--- src/rtl/ssd_pkg.sv ---
`default_nettype none
// ============================================================================
// Module      : ssd_pkg
// Description : Shared digit-select constants and helpers for the seven-
//               segment scan controller.
// Revision    : 1.0 - initial release
// ============================================================================
package ssd_pkg;

    localparam int unsigned SSD_DIGITS = 4;

    typedef logic [1:0] ssd_idx_t;
    typedef logic [3:0] ssd_sel_t;

    // Active-low digit selects: all off, and one-cold per digit position.
    localparam ssd_sel_t SSD_CTL_OFF  = 4'b1111;
    localparam ssd_sel_t SSD_SEL_DIG0 = 4'b1110;
    localparam ssd_sel_t SSD_SEL_DIG1 = 4'b1101;
    localparam ssd_sel_t SSD_SEL_DIG2 = 4'b1011;
    localparam ssd_sel_t SSD_SEL_DIG3 = 4'b0111;

    function automatic ssd_sel_t ssd_onecold(input ssd_idx_t idx);
        ssd_sel_t sel;
        case (idx)
            2'd0:    sel = SSD_SEL_DIG0;
            2'd1:    sel = SSD_SEL_DIG1;
            2'd2:    sel = SSD_SEL_DIG2;
            default: sel = SSD_SEL_DIG3;
        endcase
        return sel;
    endfunction

    function automatic logic [3:0] ssd_digit(input logic [15:0] word, input ssd_idx_t idx);
        return word[{idx, 2'b00} +: 4];
    endfunction

endpackage
`default_nettype wire

--- src/rtl/ssd_scan_ctrl_tick_gen.sv ---
`default_nettype none
// ============================================================================
// Module      : scan_tick_gen
// Description : Free-running slot prescaler, counts 0..SCAN_DIV-1 and flags
//               the terminal count.
// Revision    : 1.0 - initial release
// ============================================================================
module scan_tick_gen #(
    parameter int unsigned SCAN_DIV = 100000,
    parameter int unsigned CNT_W    = $clog2(SCAN_DIV)
) (
    input  logic             clk,
    input  logic             rst_n,
    output logic [CNT_W-1:0] count,
    output logic             tick
);

    localparam logic [CNT_W-1:0] c_last = CNT_W'(SCAN_DIV - 1);

    logic [CNT_W-1:0] r_count;

    always_ff @(posedge clk) begin
        if (!rst_n) begin
            r_count <= '0;
        end else if (r_count == c_last) begin
            r_count <= '0;
        end else begin
            r_count <= r_count + CNT_W'(1);
        end
    end

    assign count = r_count;
    assign tick  = (r_count == c_last);

endmodule
`default_nettype wire

--- src/rtl/ssd_scan_ctrl.sv ---
`default_nettype none
// ============================================================================
// Module      : ssd_scan_ctrl
// Description : Four-digit multiplexed seven-segment scan controller with
//               frame-synchronous display update and blank guard cycles.
// Revision    : 1.0 - initial release
// ============================================================================
module ssd_scan_ctrl
    import ssd_pkg::*;
#(
    parameter int unsigned SCAN_DIV = 100000
) (
    input  logic        clk,
    input  logic        rst_n,
    input  logic [15:0] value,
    input  logic        load,
    input  logic [3:0]  digit_en,
    output logic [3:0]  nibble,
    output logic [3:0]  ssd_ctl,
    output logic        frame_done
);

    localparam int unsigned CNT_W = $clog2(SCAN_DIV);

    logic [CNT_W-1:0] w_cnt;
    logic             w_tick;
    logic [CNT_W-1:0] w_cnt_nxt;
    ssd_idx_t         w_idx_nxt;
    logic             w_boundary;
    logic [15:0]      w_active_nxt;
    logic             w_blank_nxt;

    ssd_idx_t         r_idx;
    logic [15:0]      r_active;
    logic [15:0]      r_pending;
    logic             r_pend_vld;
    logic [3:0]       r_nibble;
    ssd_sel_t         r_ssd_ctl;
    logic             r_frame_done;

    scan_tick_gen #(
        .SCAN_DIV (SCAN_DIV),
        .CNT_W    (CNT_W)
    ) u_tick_gen (
        .clk   (clk),
        .rst_n (rst_n),
        .count (w_cnt),
        .tick  (w_tick)
    );

    // Outputs are registered from the next state so they line up with it.
    always_comb begin
        w_cnt_nxt    = w_tick ? '0 : w_cnt + CNT_W'(1);
        w_idx_nxt    = w_tick ? r_idx + 2'd1 : r_idx;
        w_boundary   = w_tick && (r_idx == 2'd3);
        w_active_nxt = r_active;
        if (w_boundary) begin
            if (load) begin
                w_active_nxt = value;
            end else if (r_pend_vld) begin
                w_active_nxt = r_pending;
            end
        end
        w_blank_nxt  = (w_cnt_nxt == '0) || !digit_en[w_idx_nxt];
    end

    always_ff @(posedge clk) begin
        if (!rst_n) begin
            r_idx        <= 2'd0;
            r_active     <= 16'h0000;
            r_pending    <= 16'h0000;
            r_pend_vld   <= 1'b0;
            r_nibble     <= 4'h0;
            r_ssd_ctl    <= SSD_CTL_OFF;
            r_frame_done <= 1'b0;
        end else begin
            r_idx        <= w_idx_nxt;
            r_active     <= w_active_nxt;
            r_nibble     <= ssd_digit(w_active_nxt, w_idx_nxt);
            r_ssd_ctl    <= w_blank_nxt ? SSD_CTL_OFF : ssd_onecold(w_idx_nxt);
            r_frame_done <= w_boundary;
            // A load landing on the boundary bypasses the pending register.
            if (w_boundary) begin
                r_pend_vld <= 1'b0;
            end else if (load) begin
                r_pending  <= value;
                r_pend_vld <= 1'b1;
            end
        end
    end

    assign nibble     = r_nibble;
    assign ssd_ctl    = r_ssd_ctl;
    assign frame_done = r_frame_done;

endmodule
`default_nettype wire

--- config.mk ---
export PLATFORM = sky130hd
export DESIGN_NAME = ssd_scan_ctrl
export DESIGN_NICKNAME = d
export VERILOG_FILES = /design/src/rtl/ssd_pkg.sv /design/src/rtl/ssd_scan_ctrl_tick_gen.sv /design/src/rtl/ssd_scan_ctrl.sv
export SDC_FILE = /design/constraint.sdc
export NUM_CORES = 1
export LEC_CHECK = 0
export CELL_PAD_IN_SITES_DETAIL_PLACEMENT = 1
export CELL_PAD_IN_SITES_GLOBAL_PLACEMENT = 1
export CORE_MARGIN = 5
export CORE_UTILIZATION = 48
export CTS_BUF_LIST = sky130_fd_sc_hd__clkbuf_2
export CTS_CLUSTER_DIAMETER = 30
export DETAILED_ROUTE_END_ITERATION = 10
export PLACE_DENSITY_LB_ADDON = 0.1
export SYNTH_ARGS = -nofsm -noshare
export SYNTH_HDL_FRONTEND = slang
export SYNTH_SLANG_ARGS = --single-unit
--- constraint.sdc ---
create_clock -name clk -period 7.15 [get_ports clk]
set_input_delay 1.43 -clock clk [delete_from_list [all_inputs] [get_ports clk]]
set_output_delay 1.43 -clock clk [all_outputs]
set_load 0.02 [all_outputs]
==> parameters.txt, run 1 <==
Parameter                              Value

STA
  Worst Hold Slack    roughly 0.50 ns
  Setup violators final    0
  Number of pins with negative max-slew slack in the final report    0
  Post-Route Setup TNS    0 ns
  Post-route minimum period    about 3.4 ns
  Final clock skew    between 0.015 and 0.02 ns
  Slew headroom    0.3292
  Fin crit share    0.4814
  Maximum frequency from static timing analysis    between 200 and 300 MHz
  Worst slew pin tran    a little over 1 ns
  Total count of hold-check failures in the final report    0
  Final worst-path setup slack    between 3 and 4 ns
  Unrepaired setup endpoints after global routing    false

Power and ir drop
  Largest vdd supply drop    between 100 and 150 uV
  Pwr per Cell Area    173.8 nW/um^2
  Leakage dissipation    0.001297 uW

Setup path
  Startpoint type of the worst setup path    register
  Required time reported for the critical path endpoint    7.52 ns
  Critical path class    reg2reg
  Crit path DAT    3.81 ns
  Worst-path maximum fanout    15
  Sort of element at the end of the critical path    register

Finish
  Fraction of final layout cells with drive strength greater than 1    0.07436
  Layout filler cell count    around 780
  Area growth syn-to-layout    12.40%
  Fin util    0.5535
  Summed area of non-filler cells in the final layout    3515 um^2
  Layout Nets    410
  Antenna fix cells    0

Synthesis
  Area share of the largest cell type after synthesis    0.3906
  Count of flip-flops with a built-in enable after synthesis    0
  Ys flop type    dfxtp_1
  Netlist area before placement    3127 um^2
  Number of synthesized register bits    a little over 60
  Proportion of synthesized flip-flops having asynchronous set or reset    0
  Register area share after synthesis    0.3906
  Library cell with the largest summed area after synthesis    dfxtp_1
  Post-synthesis average cell area    roughly 8.5 um^2
  Library cells used by synthesis    48
  Number of instances in the synthesized netlist    roughly 370
  Yosys Warn Count    0
  Leading post-synthesis cells by instance count    61 x dfxtp_1, 44 x nor2_1, 21 x nand2_1, 21 x o21ai_0, 18 x mux2i_1
  Cell with the most instances after synthesis    dfxtp_1
  Largest cells by area after synthesis    dfxtp_1 39%, mux2i_1 5.8%, nor2_1 5.3%
  Net count of the mapped netlist    between 300 and 400

Detailed routing
  DRC violations left    0
  Detailed-route via count    2,716
  Detailed router's first-iteration violation count    100
  Mean number of vias per cell    around 5.8
  Total routed wirelength    ~7800 um
  Detailed-route wire length per cell    between 15 and 20 um
  Number of routed nets with antenna violations    0
  Router iterations before antenna repair    4

Floorplan
  Core Rows    29
  Count of pins on the block boundary    32
  Die footprint    approximately 8000 um^2
  Total core area    between 6000 and 7000 um^2
  Height of the die    90.71 um
  Initial core utilization    0.4924
  Die boundary width    ~91 um

Clock network
  H-tree lvl count    3
  Clock latency of the later-clocked register in the worst-skew pair    approximately 0.46 ns
  Postcts setup bufs    0
  Clock tree from TritonCTS    yes
  Maximum buffer depth of the clock tree    2
  Root cell of the clock tree    clkbuf_2
  Clock-pin transition on the worst setup and hold timing paths    approximately 0.18 ns
  Post_cts resized    0
  TritonCTS buffer count    9
  Hold Buf Count CTS    0
  Clock sinks    61

Run
  Max-capacitance violation count    0

Global route
  Global-route wire length before repair    ~14,000 um
  Number of antenna violations at the first check in global routing    0
  Vias in the first global route    roughly 2,800
  Pin count of the biggest net entering global routing    between 40 and 50
  Aggregate global routing overflow    0
  Global Route Usage Sum    0.1998

Placement
  Quantity of I/O buffers inserted on ports    31
  Total placed instance area    3413 um^2
  Routability-driven placement congestion ratio    a little over 0.8
  Worst slack, placed    3.523 ns
  Half-perimeter wire length of the detailed placement result    5529 um

Worst hold path
  Worst hold path class    reg2reg

Run status
  Result of the run    completed
[flip-flops by register name, indices dropped and copies added, names as in the netlist]
register          flops
ssd_ctl               4
u_tick_gen.count     17
r_active             16
nibble                4
r_pending            16
frame_done            1
r_pend_vld            1
r_idx                 2
[path summary, 6_finish.rpt]
path                                  start                             end  slack, ns  cells past startpoint
max          u_tick_gen.count[0]$_SDFF_PN0_            nibble[1]$_SDFF_PN0_       3.71                      6
min          u_tick_gen.count[0]$_SDFF_PN0_  u_tick_gen.count[0]$_SDFF_PN0_       0.50                      1
max reg2reg  u_tick_gen.count[0]$_SDFF_PN0_            nibble[1]$_SDFF_PN0_       3.71                      6
min reg2reg  u_tick_gen.count[0]$_SDFF_PN0_  u_tick_gen.count[0]$_SDFF_PN0_       0.50                      1
[report_power, final]
part           internal (uW)  switching [uW]  leakage [uW]  total [uW]
logic                   28.0            26.4      0.000734        54.4
clock network           75.8             125     0.0000679         201
registers                348            7.86      0.000496         356
[cells by family (layout without fill, tap and decap cells)]
group	after synthesis	after routing	share of synthesized area
AO/OA/AOI/OAI	69	69	0.1401
XOR/XNOR	18	18	0.05042
adder cells (fa/ha/maj)	2	2	0.008002
buffers and inverters	39	62	0.05882
flip-flops	61	61	0.3906
multiplexers	23	23	0.07563
AND/OR/NAND/NOR	155	155	0.2765
[final cells by class]
type / count / area (um^2) / area share
Clock buffer: 9 / 45.04 / 0.01282
Clock inverter: 7 / 56.30 / 0.01602
Inverter: 13 / 48.80 / 0.01388
Multi-Input combinational cell: 267 / 1722 / 0.4899
Sequential cell: 61 / 1221 / 0.3475
Tap cell: 77 / 96.34 / 0.02741
Timing Repair Buffer: 33 / 325.3 / 0.09256
[routing by layer]
layer / track usage / vias to the layer above / wire length, um
met4: 0.08809 / 0 / 124
met5: 0 / - / 0
met2: 0.3148 / 43 / 3682
met3: 0.03667 / 10 / 317
li1: - / 1334 / -
met1: 0.2647 / 1329 / 3721
[layout by cell type, fill, tap and decap left out, types with 2 or more instances in the layout]
master and n:
dfxtp_1 61, nor2_1 44, clkdlybuf4s50_1 31, nand2_1 21, o21ai_0 21, mux2i_1 18, nor2b_1 17, a21oi_1 16
xnor2_1 13, inv_1 13, and2_1 13, nand4_1 11, nor3b_1 11, a41oi_1 9, clkbuf_2 9, o22ai_1 7
a2111oi_0 5, xor2_1 5, nand3_1 5, mux2_2 5, and4_1 4, nor3_1 4, a211o_1 4, nor4_1 3
or4_1 3, and3_1 3, and2_2 3, clkinv_2 3, clkinv_1 3, or4_4 2, a31oi_1 2, o31ai_1 2
or3_1 2, ha_1 2, buf_4 2
[per-stage QoR]
stage	instances	total power [uW]
floorplan	367	394.6
global placement	451	415.9
detailed placement	451	418.0
CTS	467	619.5
global route	467	642.5
finish	467	610.8
[worst max-delay path, stage by stage (launching register included)]
cell     delay (ns)
dfxtp_1        0.43
ha_1           0.29
nand4_1        0.43
nor4_4         0.93
xnor2_1        0.51
mux2_2         0.45
a211o_1        0.31
No activity file was read; power rests on OpenSTA's default activity.
==> run 2: changes to the inputs <==
--- a/config.mk
+++ b/config.mk
@@ -8,7 +8,7 @@
 export CELL_PAD_IN_SITES_DETAIL_PLACEMENT = 1
 export CELL_PAD_IN_SITES_GLOBAL_PLACEMENT = 1
 export CORE_MARGIN = 5
-export CORE_UTILIZATION = 48
+export CORE_UTILIZATION = 40
 export CTS_BUF_LIST = sky130_fd_sc_hd__clkbuf_2
 export CTS_CLUSTER_DIAMETER = 30
 export DETAILED_ROUTE_END_ITERATION = 10
==> constraint.sdc (replaced) <==
create_clock -name clk -period 2.9 [get_ports clk]
set_input_delay 0.58 -clock clk [delete_from_list [all_inputs] [get_ports clk]]
set_output_delay 0.58 -clock clk [all_outputs]
set_load 0.02 [all_outputs]
==> parameters.txt, run 2 (same netlist as run 1, synthesis figures left out) <==
Parameter                              Value

Run status
  Result of the run    completed

Clock network
  Clock tree from TritonCTS    yes
  Hold Buf Count CTS    0 (unchanged)
  Clock sinks    61 (unchanged)
  Maximum buffer depth of the clock tree    2 (unchanged)
  Clock latency of the later-clocked register in the worst-skew pair    0.48 ns (+0.02 ns)
  Clock-pin transition on the worst setup and hold timing paths    0.17 ns (about the same)
  H-tree lvl count    3 (unchanged)
  TritonCTS buffer count    9 (unchanged)
  Root cell of the clock tree    clkbuf_2

STA
  Fin crit share    0.9398 (+0.4584)
  Slew headroom    0.4049 (+0.07566)
  Final worst-path setup slack    0.1746 ns (-3.533 ns)
  Unrepaired setup endpoints after global routing    false
  Post-Route Setup TNS    0 ns (unchanged)
  Post-route minimum period    2.725 ns (-0.7169 ns)
  Worst slew pin tran    0.8863 ns (-0.1199 ns)
  Number of pins with negative max-slew slack in the final report    0 (unchanged)
  Maximum frequency from static timing analysis    366.9 MHz (+26%)
  Worst Hold Slack    0.5017 ns (+0.002793 ns)
  Final clock skew    0.03501 ns (+0.01890 ns)
  Total count of hold-check failures in the final report    0 (unchanged)
  Setup violators final    0 (unchanged)

Setup path
  Critical path class    reg2reg
  Startpoint type of the worst setup path    register
  Ordered list of cells on the worst path    or4b_1, or4_4, o21ai_0, o21ai_0, mux2_2, a211o_1
  Required time reported for the critical path endpoint    3.28 ns (-4.24 ns)
  Worst Path Buf+Inv    0 (unchanged)
  Cell seen most often among critical-path stages    o21ai_0
  Cell type group with the largest total delay on the critical path    simple AND/OR/NAND/NOR gates
  Crit path DAT    3.10 ns (-0.71 ns)
  Sort of element at the end of the critical path    register
  Critical-path top delay cell    or4_4
  Worst-path maximum fanout    11 (-4)
  Critical Path Max Stage Delay    0.64 ns (-0.29 ns)

Floorplan
  Initial core utilization    0.4067 (-0.08568)
  Core Rows    32 (+10%)
  Total core area    7687 um^2 (+21%)
  Die footprint    9686 um^2 (+18%)
  Count of pins on the block boundary    32 (unchanged)
  Die boundary width    98.42 um (+8.5%)
  Height of the die    98.42 um (+8.5%)

Detailed routing
  Mean number of vias per cell    5.440 (-6.5%)
  Detailed-route wire length per cell    16.13 um (-4.0%)
  Detailed-route via count    2,742 (+0.96%)
  DRC violations left    0 (unchanged)
  Router iterations before antenna repair    4 (unchanged)
  Detailed router's first-iteration violation count    145 (+45%)
  Total routed wirelength    8128 um (+3.6%)
  Number of routed nets with antenna violations    0 (unchanged)

Power and ir drop
  Largest vdd supply drop    165.3 uV (+30%)
  Final Total Pwr    1620 uW (+170%)
  Pwr per Cell Area    439.8 nW/um^2 (+150%)
  Leakage dissipation    0.001384 uW (+6.7%)

Finish
  Antenna fix cells    0 (unchanged)
  Area growth syn-to-layout    17.77%
  Area taken by multi-input logic gates    1729 um^2 (+0.44%)
  Leading cell type in the layout, fill and taps excluded    dfxtp_1
  Layout filler cell count    917 (+18%)
  Top library cells by usage in the layout, fill and taps aside    61 x dfxtp_1, 44 x nor2_1, 31 x clkdlybuf4s50_1
  Layout Nets    422 (+2.9%)
  Register cell area after layout    1221 um^2 (unchanged)
  Fraction of final layout cells with drive strength greater than 1    0.1070 (+0.03261)
  Flip-flop count of the largest register after layout    17 (unchanged)
  Summed area of non-filler cells in the final layout    3682 um^2 (+4.8%)

Run
  Max-capacitance violation count    0 (unchanged)

Placement
  Total placed instance area    3547 um^2 (+3.9%)
  Worst slack, placed    0.1531 ns (-3.370 ns)
  Quantity of I/O buffers inserted on ports    31 (unchanged)
  Routability-driven placement congestion ratio    0.9067 (+9.0%)
  Half-perimeter wire length of the detailed placement result    5937 um (+7.4%)

Global route
  Global-route wire length before repair    13,810 um (+1.6%)
  Vias in the first global route    2,700 (-3.2%)
  Number of antenna violations at the first check in global routing    0 (unchanged)
  Pin count of the biggest net entering global routing    22 (-54%)
  Global Route Usage Sum    0.1743 (-0.02549)
  Aggregate global routing overflow    0 (unchanged)

Worst hold path
  Worst hold path class    reg2reg
## run 2: changes by cell type in the layout (fill, tap and decap cells not counted)
cell       delta
clkbuf_2      +1
xnor2_1       -1
xnor2_2       +1
buf_4        +11
buf_12        +1
clkinv_1      -1
bufinv_16     +1
clkinv_2      -1
## run 2: per-layer routing
metal  up-vias  share of wire  GRT usage
met1      1322           0.51     0.2541
li1       1364              -          -
met4         0          0.011    0.05357
met3         9          0.037    0.03751
met5         -              0          0
met2        47           0.44     0.2569
## run 2: worst reg2reg max path, delay by kind of cell (launching register included)
family	cells	cell delay, ns
AND/OR/NAND/NOR	2	1.26
flip-flops	1	0.42
AO/OA/AOI/OAI	3	0.65
multiplexers	1	0.31
## run 2: layout make-up
class,count,area share
timing repair buffer,45,0.1162
sequential,61,0.3316
multi-input combinational,267,0.4696
clock buffer,10,0.01359
inverter,13,0.01325
tap,102,0.03466
clock inverter,6,0.02107
## run 2: where the power goes
part | internal, uW | total [uW] | leakage (uW) | switching (uW)
Combinational | 76.8 | 152 | 0.000808 | 75.0
Clock | 281 | 597 | 0.0000808 | 315
Sequential | 858 | 871 | 0.000496 | 12.9
Total | 1220 | 1620 | 0.00138 | 403
## run 2: final timing paths
kind,startpoint,to,slack [ns],cells past startpoint
min,u_tick_gen.count[0]$_SDFF_PN0_,u_tick_gen.count[0]$_SDFF_PN0_,0.50,1
max,u_tick_gen.count[6]$_SDFF_PN0_,nibble[2]$_SDFF_PN0_,0.17,6
max reg2reg,u_tick_gen.count[6]$_SDFF_PN0_,nibble[2]$_SDFF_PN0_,0.17,6
min reg2reg,u_tick_gen.count[0]$_SDFF_PN0_,u_tick_gen.count[0]$_SDFF_PN0_,0.50,1
## run 2: per-stage QoR
step	utilization	cells
floorplan	-	367
global placement	0.4614	488
detailed placement	0.4614	488
CTS	0.4780	504
global route	0.4790	504
finish	0.4790	504
## run 2: what timing repair did
action,4_1_cts,5_1_grt
gates resized for setup,0,1
setup endpoints to repair,0,3
buffers inserted,0,0
==> run 3: changes to the inputs <==
--- a/config.mk
+++ b/config.mk
@@ -7,6 +7,7 @@
 export LEC_CHECK = 0
 export CELL_PAD_IN_SITES_DETAIL_PLACEMENT = 1
 export CELL_PAD_IN_SITES_GLOBAL_PLACEMENT = 1
+export CORE_ASPECT_RATIO = 0.9
 export CORE_MARGIN = 5
 export CORE_UTILIZATION = 40
 export CTS_BUF_LIST = sky130_fd_sc_hd__clkbuf_2
==> parameters.txt, run 3 (same netlist as run 1, synthesis figures left out) <==
Parameter                              Value

STA
  Fin crit share    0.9440 (+0.004227)
  Maximum frequency from static timing analysis    365.3 MHz (-0.45%)
  Slew headroom    0.4322 (+0.02733)
  Final worst-path setup slack    0.1623 ns (-0.01226 ns)
  Post-route minimum period    2.738 ns (+0.01226 ns)
  Total count of hold-check failures in the final report    0 (unchanged)
  Worst slew pin tran    0.8427 ns (-0.04354 ns)
  Final clock skew    0.02300 ns (-0.01201 ns)
  Number of pins with negative max-slew slack in the final report    0 (unchanged)
  Post-Route Setup TNS    0 ns (unchanged)
  Setup violators final    0 (unchanged)
  Unrepaired setup endpoints after global routing    false

Setup path
  Launching instance or port of the critical path    u_tick_gen.count[6]$_SDFF_PN0_
  Worst r2r src    u_tick_gen.count[6]$_SDFF_PN0_
  Critical-path top delay cell    or4_4
  Ordered list of cells on the worst path    or4b_1, or4_4, o21ai_0, o21ai_0, mux2_2, a211o_1
  Sort of element at the end of the critical path    register
  Startpoint type of the worst setup path    register
  Worst-path maximum fanout    11 (unchanged)
  Critical path class    reg2reg
  Crit path DAT    3.13 ns (+0.03 ns)
  Critical Path Max Stage Delay    0.64 ns (about the same)
  Cell seen most often among critical-path stages    o21ai_0
  Required time reported for the critical path endpoint    3.29 ns (about the same)

Finish
  Fraction of final layout cells with drive strength greater than 1    0.1136 (+0.006615)
  Area growth syn-to-layout    16.57%
  Fin util    0.4807 (+0.001689)
  Leading cell type in the layout, fill and taps excluded    dfxtp_1
  Flip-flop count of the largest register after layout    17 (unchanged)
  Count of non-filler cells in the finished layout    501 (-0.60%)
  Top library cells by usage in the layout, fill and taps aside    61 x dfxtp_1, 44 x nor2_1, 31 x clkdlybuf4s50_1
  Antenna fix cells    0 (unchanged)
  Layout Nets    425 (+0.71%)

Clock network
  Clock sinks    61 (unchanged)
  Clock latency of the later-clocked register in the worst-skew pair    0.49 ns (about the same)
  Maximum buffer depth of the clock tree    2 (unchanged)
  TritonCTS buffer count    9 (unchanged)
  Post_cts resized    0 (unchanged)
  H-tree lvl count    3 (unchanged)
  Hold Buf Count CTS    0 (unchanged)
  Root cell of the clock tree    clkbuf_2
  Clock-pin transition on the worst setup and hold timing paths    0.17 ns (about the same)
  Postcts setup bufs    0 (unchanged)
  Clock tree from TritonCTS    yes

Placement
  Routability-driven placement congestion ratio    0.8203 (-9.5%)
  Quantity of I/O buffers inserted on ports    31 (unchanged)
  Cell count after placement    485 (-0.61%)
  Half-perimeter wire length of the detailed placement result    6291 um (+6.0%)
  Worst slack, placed    0.1365 ns (-0.01657 ns)

Global route
  Global Route Usage Sum    0.1914 (+0.01715)
  Number of antenna violations at the first check in global routing    0 (unchanged)
  Global-route wire length before repair    14,460 um (+4.7%)
  Aggregate global routing overflow    0 (unchanged)
  Pin count of the biggest net entering global routing    26 (+18%)
  Vias in the first global route    2,890 (+7.0%)

Detailed routing
  Detailed router's first-iteration violation count    105 (-28%)
  Detailed-route wire length per cell    17.00 um (+5.4%)
  DRC violations left    0 (unchanged)
  Detailed-route via count    2,757 (+0.55%)
  Total routed wirelength    8517 um (+4.8%)
  Mean number of vias per cell    5.503 (+1.1%)
  Router iterations before antenna repair    4 (unchanged)
  Number of routed nets with antenna violations    0 (unchanged)

Floorplan
  Count of pins on the block boundary    32 (unchanged)
  Core Rows    30 (-6.3%)
  Height of the die    93.88 um (-4.6%)
  Initial core utilization    0.4124 (+0.005638)
  Total core area    7582 um^2 (-1.4%)
  Die boundary width    103.2 um (+4.9%)
  Die footprint    9687 um^2 (about the same)

Run
  Max-capacitance violation count    0 (unchanged)

Worst hold path
  Worst hold path class    reg2reg
  Hold path startpoint    u_tick_gen.count[0]$_SDFF_PN0_

Run status
  Result of the run    completed

Power and ir drop
  Leakage dissipation    0.001360 uW (-1.8%)
  Pwr per Cell Area    399.5 nW/um^2 (-9.2%)
  Largest vdd supply drop    199.3 uV (+21%)
[run 3: changes by cell type in the layout (fill, tap and decap cells not counted), sizes merged]
cell | previous run | this run
buf | 14 | 17
bufinv | 2 | 0
clkbuf | 10 | 9
clkinv | 4 | 3
clkinvlp | 0 | 4
[run 3: final cells by class]
class | count | area (um^2)
Clock inverter | 7 | 42.54
Tap cell | 96 | 120.1
Timing Repair Buffer | 48 | 437.9
Clock buffer | 9 | 45.04
Fill cell | 936 | 3938
Sequential cell | 61 | 1221
Inverter | 13 | 48.80
Multi-Input combinational cell | 267 | 1729
[run 3: routing by layer]
metal | vias to the layer above | global-route usage | share of wire
li1 | 1365 | - | -
met5 | - | 0 | 0
met1 | 1332 | 0.2730 | 0.52
met4 | 0 | 0.04854 | 0.011
met2 | 51 | 0.2911 | 0.43
met3 | 9 | 0.04157 | 0.039
[run 3: through the flow]
stage	hold WS [ns]	power [uW]	area, um^2
after detailed placement	0.4695	1037	3550
after CTS	0.5134	1483	3637
final	0.5011	1456	3645
after global routing	0.5498	1526	3645
after global placement	0.4493	1034	3550
after floorplan	0.4334	972.9	3127
[run 3: worst paths after layout]
check | endpoint | slack (ns) | depth (start not counted)
hold / removal | u_tick_gen.count[0]$_SDFF_PN0_ | 0.50 | 1
setup reg to reg | nibble[0]$_SDFF_PN0_ | 0.16 | 6
hold reg to reg | u_tick_gen.count[0]$_SDFF_PN0_ | 0.50 | 1
setup / recovery | nibble[0]$_SDFF_PN0_ | 0.16 | 6
[run 3: where the power goes]
part | internal (uW) | total [uW] | switching (uW)
Clock | 104 | 438 | 334
Combinational | 73.1 | 148 | 74.7
Sequential | 858 | 870 | 12.0
Total | 1040 | 1460 | 421
[run 3: critical path: cells and delay by family, from the launching register on]
kind,cells,cell delay (ns)
and+or+nand+nor,2,1.25
AOI/OAI and AO/OA,3,0.67
DFF,1,0.41
muxes,1,0.32
